### config.mk
export PLATFORM = sky130hd
export DESIGN_NAME = floating_div
export DESIGN_NICKNAME = d
export VERILOG_FILES = /design/src/rtl/fp32_pkg.sv /design/src/rtl/fp32_unpack.sv /design/src/rtl/floating_div.sv
export SDC_FILE = /design/constraint.sdc
export NUM_CORES = 1
export LEC_CHECK = 0
export CORE_ASPECT_RATIO = 0.9
export CORE_UTILIZATION = 32
export DETAILED_ROUTE_END_ITERATION = 10
export GPL_TIMING_DRIVEN = 1
export PLACE_DENSITY_LB_ADDON = 0.12
export SLEW_MARGIN = 40
export SYNTH_ARGS = -nofsm -noshare
export SYNTH_HDL_FRONTEND = slang
export SYNTH_SLANG_ARGS = --single-unit
### constraint.sdc
create_clock -name i_clk -period 9.8 [get_ports i_clk]
set_input_delay 2.45 -clock i_clk [delete_from_list [all_inputs] [get_ports i_clk]]
set_output_delay 2.45 -clock i_clk [all_outputs]
set_load 0.02 [all_outputs]
### src/rtl/fp32_pkg.sv
// fp32_pkg: shared IEEE-754 single-precision constants, FSM states and operand classes
package fp32_pkg;
  localparam int EXP_W = 8;
  localparam int FRAC_W = 23;
  localparam int BIAS = 127;
  localparam logic [31:0] QNAN = 32'hFFFF_FFFF;
  localparam logic [31:0] POS_INF = 32'h7F80_0000;
  typedef enum logic [2:0] {IDLE, UNPACK, DIVIDE, ROUND, DONE} state_t;
  typedef enum logic [2:0] {ZERO, SUBN, NORM, INF, NAN} fp_class_t;
endpackage

### src/rtl/fp32_unpack.sv
// fp32_unpack: classify an fp32 operand and normalize it to a [1,2) mantissa with signed biased exponent
module fp32_unpack
  import fp32_pkg::*;
(
  input  logic [31:0]       x,
  output logic              sign,
  output fp_class_t         cls,
  output logic [23:0]       mant,
  output logic signed [9:0] expo
);
  logic [EXP_W-1:0] e;
  logic [FRAC_W-1:0] f;
  logic [4:0] lz;
  assign sign = x[31];
  assign e = x[30:23];
  assign f = x[22:0];
  always_comb begin
    lz = '0;
    for (int i = 0; i < FRAC_W; i++) if (f[i]) lz = 5'(22 - i);
    cls = (e == '1) ? ((f == '0) ? INF : NAN) : (e == '0) ? ((f == '0) ? ZERO : SUBN) : NORM;
    mant = (e == '0) ? ({f, 1'b0} << lz) : {1'b1, f};
    expo = (e == '0) ? -$signed({5'd0, lz}) : $signed({2'd0, e});
  end
endmodule

### src/rtl/floating_div.sv
// floating_div: fixed-latency fp32 divider, restoring division with round-to-nearest-even
module floating_div
  import fp32_pkg::*;
#(
  parameter int WIDTH = 32,
  parameter int LATENCY = 30
) (
  input  logic             i_clk,
  input  logic             i_rst,
  input  logic             i_start,
  input  logic [WIDTH-1:0] i_a,
  input  logic [WIDTH-1:0] i_b,
  output logic             o_busy,
  output logic             o_done,
  output logic [WIDTH-1:0] o_res
);
  localparam int STEPS = LATENCY - 3;
  state_t state, nxt;
  logic [31:0] a_r, b_r, spec_val, spec_r, res, pk, rnd;
  logic sa, sb, sign, nan_c, special, spec, ge, norm, st, up;
  fp_class_t ca, cb;
  logic [23:0] ma, mb, dvs;
  logic signed [9:0] ea, eb, e, e_n;
  logic [24:0] rem, rem_n;
  logic [26:0] q;
  logic [4:0] cnt, sh;
  logic [25:0] m26, m_sh, lost;
  logic [8:0] ef;
  fp32_unpack u_a (.x(a_r), .sign(sa), .cls(ca), .mant(ma), .expo(ea));
  fp32_unpack u_b (.x(b_r), .sign(sb), .cls(cb), .mant(mb), .expo(eb));
  assign o_busy = state != IDLE;
  always_ff @(posedge i_clk or posedge i_rst)
    if (i_rst) state <= IDLE;
    else state <= nxt;
  always_comb begin
    nxt = state;
    case (state)
      IDLE:    nxt = i_start ? UNPACK : IDLE;
      UNPACK:  nxt = DIVIDE;
      DIVIDE:  nxt = (cnt == 5'(STEPS - 1)) ? ROUND : DIVIDE;
      ROUND:   nxt = DONE;
      default: nxt = IDLE;
    endcase
  end
  always_comb begin
    nan_c = ca == NAN || cb == NAN || (ca == ZERO && cb == ZERO) || (ca == INF && cb == INF);
    special = nan_c || ca == INF || cb == INF || ca == ZERO || cb == ZERO;
    spec_val = nan_c ? QNAN : (ca == INF || cb == ZERO) ? {sa ^ sb, POS_INF[30:0]} : {sa ^ sb, 31'd0};
    ge = rem >= {1'b0, dvs};
    rem_n = ge ? rem - {1'b0, dvs} : rem;
  end
  // Normalize, denormalize on underflow, then RNE; the hidden bit carries into the exponent field
  always_comb begin
    norm = q[26];
    e_n = norm ? e : e - 10'sd1;
    m26 = norm ? q[26:1] : q[25:0];
    sh = (e_n > 10'sd0) ? 5'd0 : (e_n < -10'sd24) ? 5'd26 : 5'(10'sd1 - e_n);
    m_sh = m26 >> sh;
    lost = m26 & ~({26{1'b1}} << sh);
    st = (norm & q[0]) | (rem != '0) | (|lost);
    up = m_sh[1] & (m_sh[0] | st | m_sh[2]);
    ef = (e_n > 10'sd0) ? e_n[8:0] - 9'd1 : 9'd0;
    pk = {ef, 23'd0} + {8'd0, m_sh[25:2]} + {31'd0, up};
    rnd = (pk[31:23] >= 9'd255) ? {sign, POS_INF[30:0]} : {sign, pk[30:0]};
  end
  always_ff @(posedge i_clk or posedge i_rst)
    if (i_rst) begin
      a_r <= '0;
      b_r <= '0;
      rem <= '0;
      dvs <= '0;
      q <= '0;
      cnt <= '0;
      e <= '0;
      sign <= 1'b0;
      spec <= 1'b0;
      spec_r <= '0;
      res <= '0;
      o_done <= 1'b0;
      o_res <= '0;
    end else begin
      o_done <= state == DONE;
      if (state == IDLE && i_start) begin
        a_r <= i_a;
        b_r <= i_b;
      end
      if (state == UNPACK) begin
        rem <= {1'b0, ma};
        dvs <= mb;
        q <= '0;
        cnt <= '0;
        e <= ea - eb + $signed(10'(BIAS));
        sign <= sa ^ sb;
        spec <= special;
        spec_r <= spec_val;
      end
      if (state == DIVIDE) begin
        q <= {q[25:0], ge};
        rem <= {rem_n[23:0], 1'b0};
        cnt <= cnt + 5'd1;
      end
      if (state == ROUND) res <= spec ? spec_r : rnd;
      if (state == DONE) o_res <= res;
    end
endmodule

After elaboration in Yosys (flattened, before gate mapping):

Index checks and enable logic that the tools add are counted.
Widths: inputs -> output; s select.

* register bits: 257
* bits of input ports: 67
* output and inout bits: 34
* word-level logic and storage cells: 152

* $add $sub $neg: 11
* order comparisons: 4
* equal/unequal tests: 11
* shifts and indexed selects: 4
* multiplexer cells: 77
* bitwise gates (word level): 9
* reductions and logical operators: 22

Operator list (number)
* $mux 5: 50
* $mux 24: 3
* $mux 32: 2
* $mux 31: 2
* $mux 27: 2
* $mux 25: 2
* $shl 24x5->24: 2
* $logic_not 23->1: 2
* $add 32x1->32: 1
* $add 32x24->32: 1
* $mux 10: 3
* $and 26x26->26: 1
* $mux 26: 1
* $not 26->26: 1
* $reduce_or 26->1: 1
* $shl 26x5->26 const A: 1
* $shr 26x5->26: 1
* $ge 25x24->1: 1
* $reduce_bool 25->1: 1
* $sub 24x24->24: 1
* $neg 5->10: 2
* $mux 3: 6
* $eq 8x8->1 const B: 2
* $logic_not 8->1: 2
* 24 further kinds: 47

Logic depth before layout (Yosys ltp):

* depth after elaboration: 27
* mapped depth: 31

Cells and area by module:

A second synthesis with hierarchy kept.

* cell total of the unflattened synthesis: 2161
* area total of the unflattened synthesis: 18233.7 µm²

By module, submodules not included
* floating_div: times used 1, cells an instance 1611, area an instance 14774.2 µm²
* fp32_unpack at u_a: times used 1, cells an instance 277, area an instance 1757.9 µm²
* fp32_unpack at u_b: times used 1, cells an instance 273, area an instance 1701.6 µm²

Worst setup path after synthesis:

Ideal clock, no wire load.

* path type: register to register
* from: reg q[26]
* to: reg res[0]
* library setup time: 0.128 ns
* arrival time: 5.242 ns
* setup slack: 4.430 ns
* cell stages (with the launch flop): 28
* buffers on the path: 6
* path through: dfrtp_1 buf_2 buf_2 inv_2 mux2i_1 inv_1 ha_1 nand3_2 a21oi_2 a31o_4 buf_6 a21oi_2 buf_2 buf_2 nand3_1 a31oi_1 a21oi_1 o21bai_1 a21o_1 inv_1 ha_1 nand3_1 nor4_4 a211o_1 o311ai_2 nor4_4 buf_2 o31ai_1

* word-level cells in the longest chain between the ends: 16
* elaborated cells between the ends (all ways): 25
* those cells by class: add/sub: 4; order compare: 3; shift: 2; mux: 7; bitwise: 8; reduce/logical: 1

RTL lines
* from (decl): line floating_div.sv:25 `logic [26:0] q;`
* from (signal assigned): line floating_div.sv:98 `q <= {q[25:0], ge};`
* parallel branches: the longest is 12 deep, another holds $add 32x24->32
* $add 32x1->32 (*): line floating_div.sv:63 `pk = {ef, 23'd0} + {8'd0, m_sh[25:2]} + {31'd0, up};`
* $ge 9x8->1: line floating_div.sv:64 `rnd = (pk[31:23] >= 9'd255) ? {sign, POS_INF[30:0]} : {sign, pk[30:0]};`
* $mux 31 (*): line floating_div.sv:64
* $mux 32 (*): line floating_div.sv:102 `if (state == ROUND) res <= spec ? spec_r : rnd;`
* to (signal assigned): line floating_div.sv:102
* to (decl): line floating_div.sv:19 `logic [31:0] a_r, b_r, spec_val, spec_r, res, pk, rnd;`

Mark *: on every way between the ends.
A chain may end at the register's enable or synchronous reset.

Worst setup path in the final report:

* from: reg q[26]
* to: reg res[19]

The elaborated chain is that of the path after synthesis.

==> results.tsv <==
metric	value	unit
grt_util_all_layers	20.7	%
synth_edf_count	0	
r2r_end	res[19]	
layout-area-overhead-vs-synth	14.6	%
worstMarginPinSlew	0.840	ns
syn_area_per_cell	8.62	um^2
cts_resized	0	
clkSinkCount	228	
viasPerCell	5.79	
status	completed	
arrival	7.65	ns
rr_startpoint	q[26]	
crit_path_end_kind	flop	
drt-pass1-iter-count	5	
path_class	flop to flop	
final_max_slew_viol_count	0	
synth-async-reset-ratio	100	%
yosysSeqAreaShare	32.4	%
setup_tns	0	ns
ant_nets	0	
numPortBuffers	100	
wirelength	58500	um
cts_setup_buffers	0	
grt.overflow.total	0	
fin_crit_sh	73.5	%
antenna_found_initial	0	
clockRootBuffer	clkbuf_16	
drc	0	
maxCapViolCount	0	
skew	0.0219	ns
syn_nets	2165	
yosys.area.top_type	dfrtp_1	
clock_latency	0.59	ns
critPathMaxFanout	45	
dieHeight	225	um
rsz0062_at_grt	false	
nets	2195	
hold_path_class	flop to flop	
top_level_ports	101	
netlist_top_cells_area	dfrtp_1 (32%), mux2_2 (6.5%), mux2i_1 (5.9%), o21ai_0 (5.3%), nand2_1 (4.5%)	
diodes	0	
die_w	249	um
final-setup-viol-count	0	
grt_max_degree	95	
period_minus_slack	7.20	ns
place.gp.congestion	0.936	
post-dp-hpwl	43700	um
grt_pass1_vias	15900	
synth_flop_cell	dfrtp_1	
slew_headroom	43.9	%
yosysWarnings	0	
cts_made_buffers	29	
cts_hold_buf	0	
yosys_register_bits	228	
min-delay-start	dvs[6]	
ys_types	102	
die-area	0.0560	mm^2
synthCells	2044	
wl_per_cell	20.9	um
path_clk_slew	0.06	ns
start_kind	flop	
cts_tree	done	
cp.required	10.25	ns
core_area	0.0543	mm^2
ctsHtreeMaxLevel	1	
initial_utilization	32.4	%
fmax	139	MHz
layout-drive-gt1-share	12.0	%
r2r_cells	23	
ff2ff_setup_slack	2.60	ns
whs_path_depth	2	
cts_buffer_depth	3	
hold_viol_final	0	
post-synth-top-area-fraction	32.4	%
num_rows	81	
netlist_area	0.0176	mm^2
grt_first_pass_wirelength	93600	um
whs_endpoint	dvs[6]	
drt_first_iter_violations	1157	
vias	16200	
[critical path, cell delays in order (launching register included)]
cell and delay (ns):
dfrtp_4 0.82, inv_2 0.30, mux2i_1 0.26, inv_1 0.29
ha_1 0.29, nand3_2 0.12, a21oi_2 0.29, a31o_4 0.49
nand3_1 0.69, nor2_1 0.42, nand2_1 0.11, a31oi_1 0.25
a21oi_1 0.09, o21bai_1 0.29, a21o_1 0.24, inv_1 0.06
ha_1 0.21, nand3_1 0.17, nor4_4 0.44, a21oi_2 0.17
o311ai_2 0.33, nor4_4 0.08, buf_4 0.23, o41ai_1 0.39
[final cells by class]
class,instances,area (um^2)
clock buffers,39,823
clock inverters,12,168
fillers,5607,34100
inverters,77,297
multi-input cells,1609,11100
flip-flops and latches,228,5710
well taps,705,882
repair buffers,129,1240
[cells by family after synthesis]
kind of cell / synth area share (%)
adders and majority gates: 3.92
AOI/OAI and AO/OA: 25.7
DFF: 32.4
xor gates and xnor gates: 3.38
buffers and inverters: 5.11
muxes: 12.4
and+or+nand+nor: 17.1
[flip-flops by register name, summed over array words and instances (netlist names)]
register / count
a_r: 32
b_r: 32
cnt: 5
dvs: 24
e: 10
o_done: 1
o_res: 32
q: 27
rem: 25
res: 32
sign: 1
spec: 1
spec_r: 3
state: 3
[metrics by stage]
| stage | area, um^2 | setup WS, ns | std cells | hold WS (ns) | utilization, % |
|---|---|---|---|---|---|
| final | 20200 | 2.60 | 2799 | 0.482 | 37.2 |
| after global routing | 20200 | 2.05 | 2799 | 0.522 | 37.2 |
| after CTS | 20200 | 2.68 | 2798 | 0.487 | 37.1 |
| after detailed placement | 19200 | 2.67 | 2747 | 0.473 | 35.3 |
| after global placement | 19100 | 2.65 | 2746 | 0.465 | 35.2 |
| after floorplan | 17600 | 1.10 | 2044 | 0.444 | - |
[how the worst max path moves through the flow]
stage	startpoint	end	slack, ns	cells after the start
6_report	q[26]	res[19]	2.60	23
5_1_grt	q[26]	res[19]	2.05	23
4_1_cts	q[26]	res[19]	2.68	23
3_5_place_dp	q[26]	res[19]	2.67	23
3_3_place_gp	q[26]	res[20]	2.65	24
2_1_floorplan	i_rst	a_r[0]	1.10	1
[Yosys cell counts (40+ instances only)]
library cell / number
dfrtp_1: 228
nand2_1: 211
o21ai_0: 187
nor2_1: 148
a21oi_1: 123
mux2i_1: 103
mux2_2: 101
clkbuf_1: 83
inv_1: 76
ha_1: 52
nor3_1: 50
nand3_1: 43
o211ai_1: 43
xnor2_1: 40
[cells in the final DEF, fill, tap and decap left out, drive strengths merged, types with 31 or more instances in the layout]
master | netlist | final
a211oi | 39 | 39
a21oi | 127 | 127
a22o | 31 | 31
clkbuf | 83 | 39
clkdlybuf4s50 | 0 | 100
dfrtp | 228 | 228
ha | 52 | 52
inv | 77 | 80
mux2 | 101 | 101
mux2i | 103 | 103
nand2 | 213 | 213
nand3 | 47 | 47
nor2 | 152 | 152
nor3 | 52 | 52
nor4 | 31 | 31
o211ai | 44 | 44
o21ai | 197 | 197
xnor2 | 42 | 42
[routing by layer]
| metal | vias up | global-route usage (%) | routed length (um) |
|---|---|---|---|
| met4 | 0 | 4.60 | 1120 |
| met3 | 77 | 2.42 | 2640 |
| li1 | 7686 | - | - |
| met5 | - | 0 | 0 |
| met1 | 7993 | 29.4 | 28200 |
| met2 | 441 | 33.6 | 26600 |
Power is left out: the tool's default activity adds up to more than one toggle a clock period on the data nets, which glitch-free logic cannot reach.
